## src/rtl/sprot_pkg.sv

```systemverilog
// Shared types and constants for the sprot transfer scheduler.
// The controller FSM states and the post-transfer idle gap length are defined here.
package sprot_pkg;

    typedef enum logic [2:0] {
        C_IDLE,
        C_START,
        C_A,
        C_B,
        C_WAIT,
        C_GAP
    } sprot_ctl_st_t;

    // Cycles with gnt low after each completion so the sprot port drops back to IDLE.
    localparam int SPROT_GAP_CYC = 1;

endpackage

```

## src/rtl/sprot_rr_arb.sv

```systemverilog
// Combinational round-robin picker: the first asserted req at or after ptr wins.
// The rotating pointer is owned by the caller, which advances it only on a grant.
module sprot_rr_arb #(
    parameter int NUM_REQ = 4,
    parameter int IW      = $clog2(NUM_REQ)
) (
    input  logic [NUM_REQ-1:0] req,
    input  logic [IW-1:0]      ptr,
    output logic [NUM_REQ-1:0] gnt_oh,
    output logic [IW-1:0]      gnt_idx,
    output logic               gnt_vld
);

    logic [IW-1:0] cand;

    always_comb begin
        gnt_oh  = '0;
        gnt_idx = '0;
        gnt_vld = 1'b0;
        cand    = '0;
        for (int k = 0; k < NUM_REQ; k++) begin
            cand = IW'((int'(ptr) + k) % NUM_REQ);
            if (!gnt_vld && req[cand]) begin
                gnt_vld      = 1'b1;
                gnt_idx      = cand;
                gnt_oh[cand] = 1'b1;
            end
        end
    end

endmodule

```

## src/rtl/sprot_xfer_sched.sv

```systemverilog
// Shares one sprot port among NUM_REQ requesters: round-robin grant, start/a/b sequencing,
// completion on xfer_end or timeout, per-requester fault injection and a saturating error count.
module sprot_xfer_sched
    import sprot_pkg::*;
#(
    parameter int NUM_REQ = 4,
    parameter int TIMEOUT = 8,
    parameter int CNT_W   = 16
) (
    input  logic               clk,
    input  logic               rst_n,
    input  logic [NUM_REQ-1:0] req,
    input  logic [NUM_REQ-1:0] fault_a,
    input  logic [NUM_REQ-1:0] fault_b,
    output logic [NUM_REQ-1:0] gnt,
    output logic [NUM_REQ-1:0] done,
    output logic [NUM_REQ-1:0] err,
    output logic               start,
    output logic               a,
    output logic               b,
    input  logic               prot_err,
    input  logic               xfer_end,
    output logic [CNT_W-1:0]   err_cnt
);

    localparam int IW = $clog2(NUM_REQ);
    localparam int TW = $clog2(TIMEOUT + 1);

    sprot_ctl_st_t      state_q, state_d;
    logic [NUM_REQ-1:0] gnt_q, gnt_d;
    logic [NUM_REQ-1:0] done_q, done_d;
    logic [NUM_REQ-1:0] err_q, err_d;
    logic [IW-1:0]      ptr_q, ptr_d;
    logic               fault_a_lat_q, fault_a_lat_d;
    logic               fault_b_lat_q, fault_b_lat_d;
    logic [TW-1:0]      tmo_cnt_q, tmo_cnt_d;
    logic               start_q, start_d;
    logic               a_q, a_d;
    logic               b_q, b_d;
    logic [CNT_W-1:0]   err_cnt_q, err_cnt_d;

    logic [NUM_REQ-1:0] arb_oh;
    logic [IW-1:0]      arb_idx;
    logic               arb_vld;
    logic               fin;
    logic               fin_err;

    sprot_rr_arb #(
        .NUM_REQ (NUM_REQ),
        .IW      (IW)
    ) u_arb (
        .req     (req),
        .ptr     (ptr_q),
        .gnt_oh  (arb_oh),
        .gnt_idx (arb_idx),
        .gnt_vld (arb_vld)
    );

    // Outputs are next-state decoded so start/a/b/gnt come straight from flops.
    always_comb begin
        state_d       = state_q;
        gnt_d         = gnt_q;
        ptr_d         = ptr_q;
        fault_a_lat_d = fault_a_lat_q;
        fault_b_lat_d = fault_b_lat_q;
        tmo_cnt_d     = tmo_cnt_q;
        err_cnt_d     = err_cnt_q;
        done_d        = '0;
        err_d         = '0;
        start_d       = 1'b0;
        a_d           = 1'b0;
        b_d           = 1'b0;
        fin           = 1'b0;
        fin_err       = 1'b0;

        case (state_q)
            C_IDLE: begin
                if (arb_vld) begin
                    state_d       = C_START;
                    gnt_d         = arb_oh;
                    fault_a_lat_d = fault_a[arb_idx];
                    fault_b_lat_d = fault_b[arb_idx];
                    ptr_d         = (arb_idx == IW'(NUM_REQ - 1)) ? '0 : arb_idx + 1'b1;
                    start_d       = 1'b1;
                end
            end
            C_START: begin
                state_d = C_A;
                a_d     = ~fault_a_lat_q;
            end
            C_A: begin
                state_d = C_B;
                b_d     = ~fault_b_lat_q;
            end
            C_B: begin
                state_d   = C_WAIT;
                tmo_cnt_d = '0;
            end
            C_WAIT: begin
                if (xfer_end) begin
                    fin     = 1'b1;
                    fin_err = prot_err;
                end else if (tmo_cnt_q == TW'(TIMEOUT - 1)) begin
                    fin     = 1'b1;
                    fin_err = 1'b1;
                end else begin
                    tmo_cnt_d = tmo_cnt_q + 1'b1;
                end
            end
            C_GAP: begin
                // Gap length reuses the timeout counter, cleared on completion.
                if (tmo_cnt_q == TW'(SPROT_GAP_CYC - 1)) begin
                    state_d   = C_IDLE;
                    tmo_cnt_d = '0;
                end else begin
                    tmo_cnt_d = tmo_cnt_q + 1'b1;
                end
            end
            default: state_d = C_IDLE;
        endcase

        if (fin) begin
            state_d   = C_GAP;
            gnt_d     = '0;
            tmo_cnt_d = '0;
            done_d    = gnt_q;
            err_d     = {NUM_REQ{fin_err}} & gnt_q;
            if (fin_err && (err_cnt_q != {CNT_W{1'b1}})) begin
                err_cnt_d = err_cnt_q + 1'b1;
            end
        end
    end

    always_ff @(posedge clk) begin
        if (!rst_n) begin
            state_q       <= C_IDLE;
            gnt_q         <= '0;
            done_q        <= '0;
            err_q         <= '0;
            ptr_q         <= '0;
            fault_a_lat_q <= 1'b0;
            fault_b_lat_q <= 1'b0;
            tmo_cnt_q     <= '0;
            start_q       <= 1'b0;
            a_q           <= 1'b0;
            b_q           <= 1'b0;
            err_cnt_q     <= '0;
        end else begin
            state_q       <= state_d;
            gnt_q         <= gnt_d;
            done_q        <= done_d;
            err_q         <= err_d;
            ptr_q         <= ptr_d;
            fault_a_lat_q <= fault_a_lat_d;
            fault_b_lat_q <= fault_b_lat_d;
            tmo_cnt_q     <= tmo_cnt_d;
            start_q       <= start_d;
            a_q           <= a_d;
            b_q           <= b_d;
            err_cnt_q     <= err_cnt_d;
        end
    end

    assign gnt     = gnt_q;
    assign done    = done_q;
    assign err     = err_q;
    assign start   = start_q;
    assign a       = a_q;
    assign b       = b_q;
    assign err_cnt = err_cnt_q;

endmodule
```

## config.mk

```make
export PLATFORM = sky130hd
export DESIGN_NAME = sprot_xfer_sched
export DESIGN_NICKNAME = d
export VERILOG_FILES = /design/src/rtl/sprot_pkg.sv /design/src/rtl/sprot_rr_arb.sv /design/src/rtl/sprot_xfer_sched.sv
export SDC_FILE = /design/constraint.sdc
export NUM_CORES = 1
export LEC_CHECK = 0
export ABC_AREA = 1
export CORE_UTILIZATION = 50
export DETAILED_ROUTE_END_ITERATION = 10
export GPL_ROUTABILITY_DRIVEN = 0
export PLACE_DENSITY_LB_ADDON = 0.25
export REMOVE_ABC_BUFFERS = 1
export SYNTH_ARGS = -nofsm -noshare
export SYNTH_HDL_FRONTEND = slang
export SYNTH_HIERARCHICAL = 1
export SYNTH_SLANG_ARGS = --single-unit
```

## constraint.sdc

```tcl
create_clock -name clk -period 2.85 [get_ports clk]
set_clock_uncertainty 0.2 [all_clocks]
set_input_delay 0.57 -clock clk [delete_from_list [all_inputs] [get_ports clk]]
set_output_delay 0.57 -clock clk [all_outputs]
set_load 0.1 [all_outputs]
```

==> impl_metrics.env <==
export IMPL_status="finished clean"
export IMPL_post_route_cell_area_um2=3085
export IMPL_syn_cell_area_um2=2517
export IMPL_r2r_end="fault_a_lat_q$_SDFFE_PN0P_"
export IMPL_cts_buffer_depth=2
export IMPL_die_w_um=72.96
export IMPL_via_per_inst=5.080
export IMPL_synth_area_top_cells="dfxtp_1 (33%), nand2_1 (16%), nor2_1 (6.1%)"
export IMPL_syn_area_per_cell_um2=6.804
export IMPL_cts_resized_gates=0
export IMPL_pre_cts_slack_ns=0.01156
export IMPL_core_region_area_um2=4786
export IMPL_layout_nets=447
export IMPL_gr_total_overflow=0
export IMPL_power_report_internal_total_mw=1.222
export IMPL_drc_errors=0
export IMPL_worstSetupStartpointType="flip-flop"
export IMPL_grt_pass1_wl_um=9694
export IMPL_htree_levels=2
export IMPL_p_leak_nw=1.355
export IMPL_whs_path_depth=1
export IMPL_synth_top_area_cell="dfxtp_1"
export IMPL_clk_latency_ns=0.29
export IMPL_ctsRootBufferMaster="clkbuf_8"
export IMPL_routedWlPerCell_um=11.29
export IMPL_pwr_density_cell_nw_per_um2=713.2
export IMPL_reg2reg_depth=13
export IMPL_arrival_ns=2.53
export IMPL_setup_viol=0
export IMPL_grt_usage_pct=22.98
export IMPL_cp_end_kind="flip-flop"
export IMPL_swShare_pct=44.48
export IMPL_synthToLayoutAreaGrowth_pct=22.56
export IMPL_diodes=0
export IMPL_postCtsSetupBuffers=0
export IMPL_r2r_start="ptr_q[0]$_SDFFE_PN0P_"
export IMPL_place_hpwl_um=4172
export IMPL_fin_crit_sh_pct=89.05
export IMPL_drive_gt1_share_pct=18.20
export IMPL_cts_tree="done"
export IMPL_die_h_um=72.96
export IMPL_layoutNonFillerInstCount=490
export IMPL_min_from="fault_b_lat_q$_SDFFE_PN0P_"
export IMPL_dp_cells=482
export IMPL_vias=2489
export IMPL_tns_ns=0
export IMPL_path_class="flip-flop to flip-flop"
export IMPL_drv_slew=0
export IMPL_timing_fmax_mhz=394.0
export IMPL_antenna_found_initial=0
export IMPL_routed_wl_um=5531
export IMPL_numClockSinks=42
export IMPL_io_pins=47
export IMPL_placed_area_um2=2977
export IMPL_grt_max_degree=18
export IMPL_cts_buffers=5
export IMPL_ys_ff_latch=42
export IMPL_layout_commonest_cell="nand2_1"
export IMPL_mostFrequentLayoutCells="nand2_1 (106), dfxtp_1 (42), nor2_1 (41)"
export IMPL_yosysUniqueCellTypes=30
export IMPL_fin_crit_ns=2.538
export IMPL_synth_cells=370
export IMPL_clkPwrFrac_pct=20.9
export IMPL_portBuffers=46
export IMPL_yosysWarnings=6
export IMPL_postCtsHoldBufs=0
export IMPL_hold_violations=0
export IMPL_dieArea_um2=5322
export IMPL_whs_endpoint="b$_SDFF_PN0_"
export IMPL_cp_max_fo=9
export IMPL_hp_class="flip-flop to flip-flop"
export IMPL_r2r_slack_ns=0.31
export IMPL_worstMarginPinSlew_ns=0.3919
export IMPL_ant_nets=0
export IMPL_required_ns=2.84
export IMPL_peakVddDrop_mv=0.4241
export IMPL_max_cap_violations=0
export IMPL_combPwrFrac_pct=47.5
export IMPL_layout_setup_ws_ns=0.3122
export IMPL_rsz0062_at_grt="false"
export IMPL_p_seq_share_pct=31.6
export IMPL_switching_power_mw=0.9788
export IMPL_ys_seq_area_share_pct=33.40
export IMPL_grt_pass1_vias=2320
export IMPL_fp_row_count=25
export IMPL_dr_pass1_iters=4
export IMPL_synth_top_cell_area_share_pct=33.40
export IMPL_first_iter_violations=98
export IMPL_start_util_pct=52.60
export IMPL_max_slew_margin_pct=73.81
export IMPL_clkSlewWorstSetupHoldPaths_ns=0.08
power by group through the flow:
stage               registers (mW)  clock network [mW]  logic, mW
CTS                          0.695               0.470       1.05
finish                       0.695               0.460       1.05
detailed placement           0.708                   0       1.04
floorplan                    0.925                   0      0.569
global route                 0.703               0.498       1.16
global placement             0.707                   0       1.02
worst max path at each step:
stage                                  to                  start  cells after the start  slack, ns
6_report       fault_a_lat_q$_SDFFE_PN0P_  ptr_q[0]$_SDFFE_PN0P_                     13       0.31
5_1_grt        fault_b_lat_q$_SDFFE_PN0P_  ptr_q[1]$_SDFFE_PN0P_                     13       0.07
4_1_cts        fault_a_lat_q$_SDFFE_PN0P_  ptr_q[0]$_SDFFE_PN0P_                     13       0.32
3_5_place_dp   fault_b_lat_q$_SDFFE_PN0P_                 req[3]                     13       0.01
3_3_place_gp        ptr_q[0]$_SDFFE_PN0P_                 req[3]                     10       0.13
2_1_floorplan  fault_a_lat_q$_SDFFE_PN0P_  ptr_q[0]$_SDFFE_PN0P_                     13       0.42
routing by layer:
layer  share of wire, %  GRT usage (%)
met5                  0              0
met4                2.0          9.150
met3                3.5          4.282
met2                 51          41.85
met1                 43          26.38
per-stage QoR:
step / utilization [%] / total power [mW] / hold slack [ns]
final: 64.47 / 2.201 / 0.2309
after global routing: 64.47 / 2.366 / 0.2484
after CTS: 64.47 / 2.212 / 0.2363
after detailed placement: 62.20 / 1.751 / 0.2249
after global placement: 62.20 / 1.732 / 0.2237
after floorplan: - / 1.494 / 0.1933
sequential cells by signal, indices dropped and copies added (netlist names):
signal,cells
ptr_q,2
gnt,4
state_q,3
b,1
tmo_cnt_q,4
start,1
done,4
fault_a_lat_q,1
fault_b_lat_q,1
err,4
err_cnt,16
a,1
Yosys cell counts (all sizes together):
library cell / count
nor2: 47
nand4: 11
o21ai: 14
xor2: 6
nand2: 116
and3: 1
buf: 6
nand3b: 1
dfxtp: 42
o41ai: 1
a21oi: 30
nor3: 7
inv: 39
a21boi: 4
xnor2: 2
ha: 9
nand3: 31
clkinv: 1
clkbuf: 2
worst max-delay path: stages (launching register included):
cell and delay (ns):
dfxtp_1 0.35, inv_2 0.11, ha_1 0.37, inv_1 0.10
nand3_1 0.09, nand2_1 0.05, nor2_1 0.32, a21oi_1 0.12
nand3_1 0.23, inv_1 0.11, o21ai_0 0.16, o21ai_0 0.09
nor2_1 0.09, nor2_1 0.04
area by class of cell:
class | count | area, um^2
repair buffers | 53 | 435.4
fillers | 458 | 1700
clock buffers | 5 | 68.82
inverters | 40 | 150.1
well taps | 67 | 83.83
flip-flops and latches | 42 | 840.8
clock inverters | 3 | 40.04
multi-input cells | 280 | 1466
logic make-up (layout without fill, tap and decap cells):
kind of cell	count (synthesis)	in the layout	share of synthesized area, %
AO/OA/AOI/OAI	49	49	11.63
XOR/XNOR	8	8	2.783
adder cells (fa/ha/maj)	9	9	4.473
buffers and inverters	48	101	8.349
flip-flops	42	42	33.40
AND/OR/NAND/NOR	214	214	39.36
Note: power is estimated with default switching activity, not from simulation.
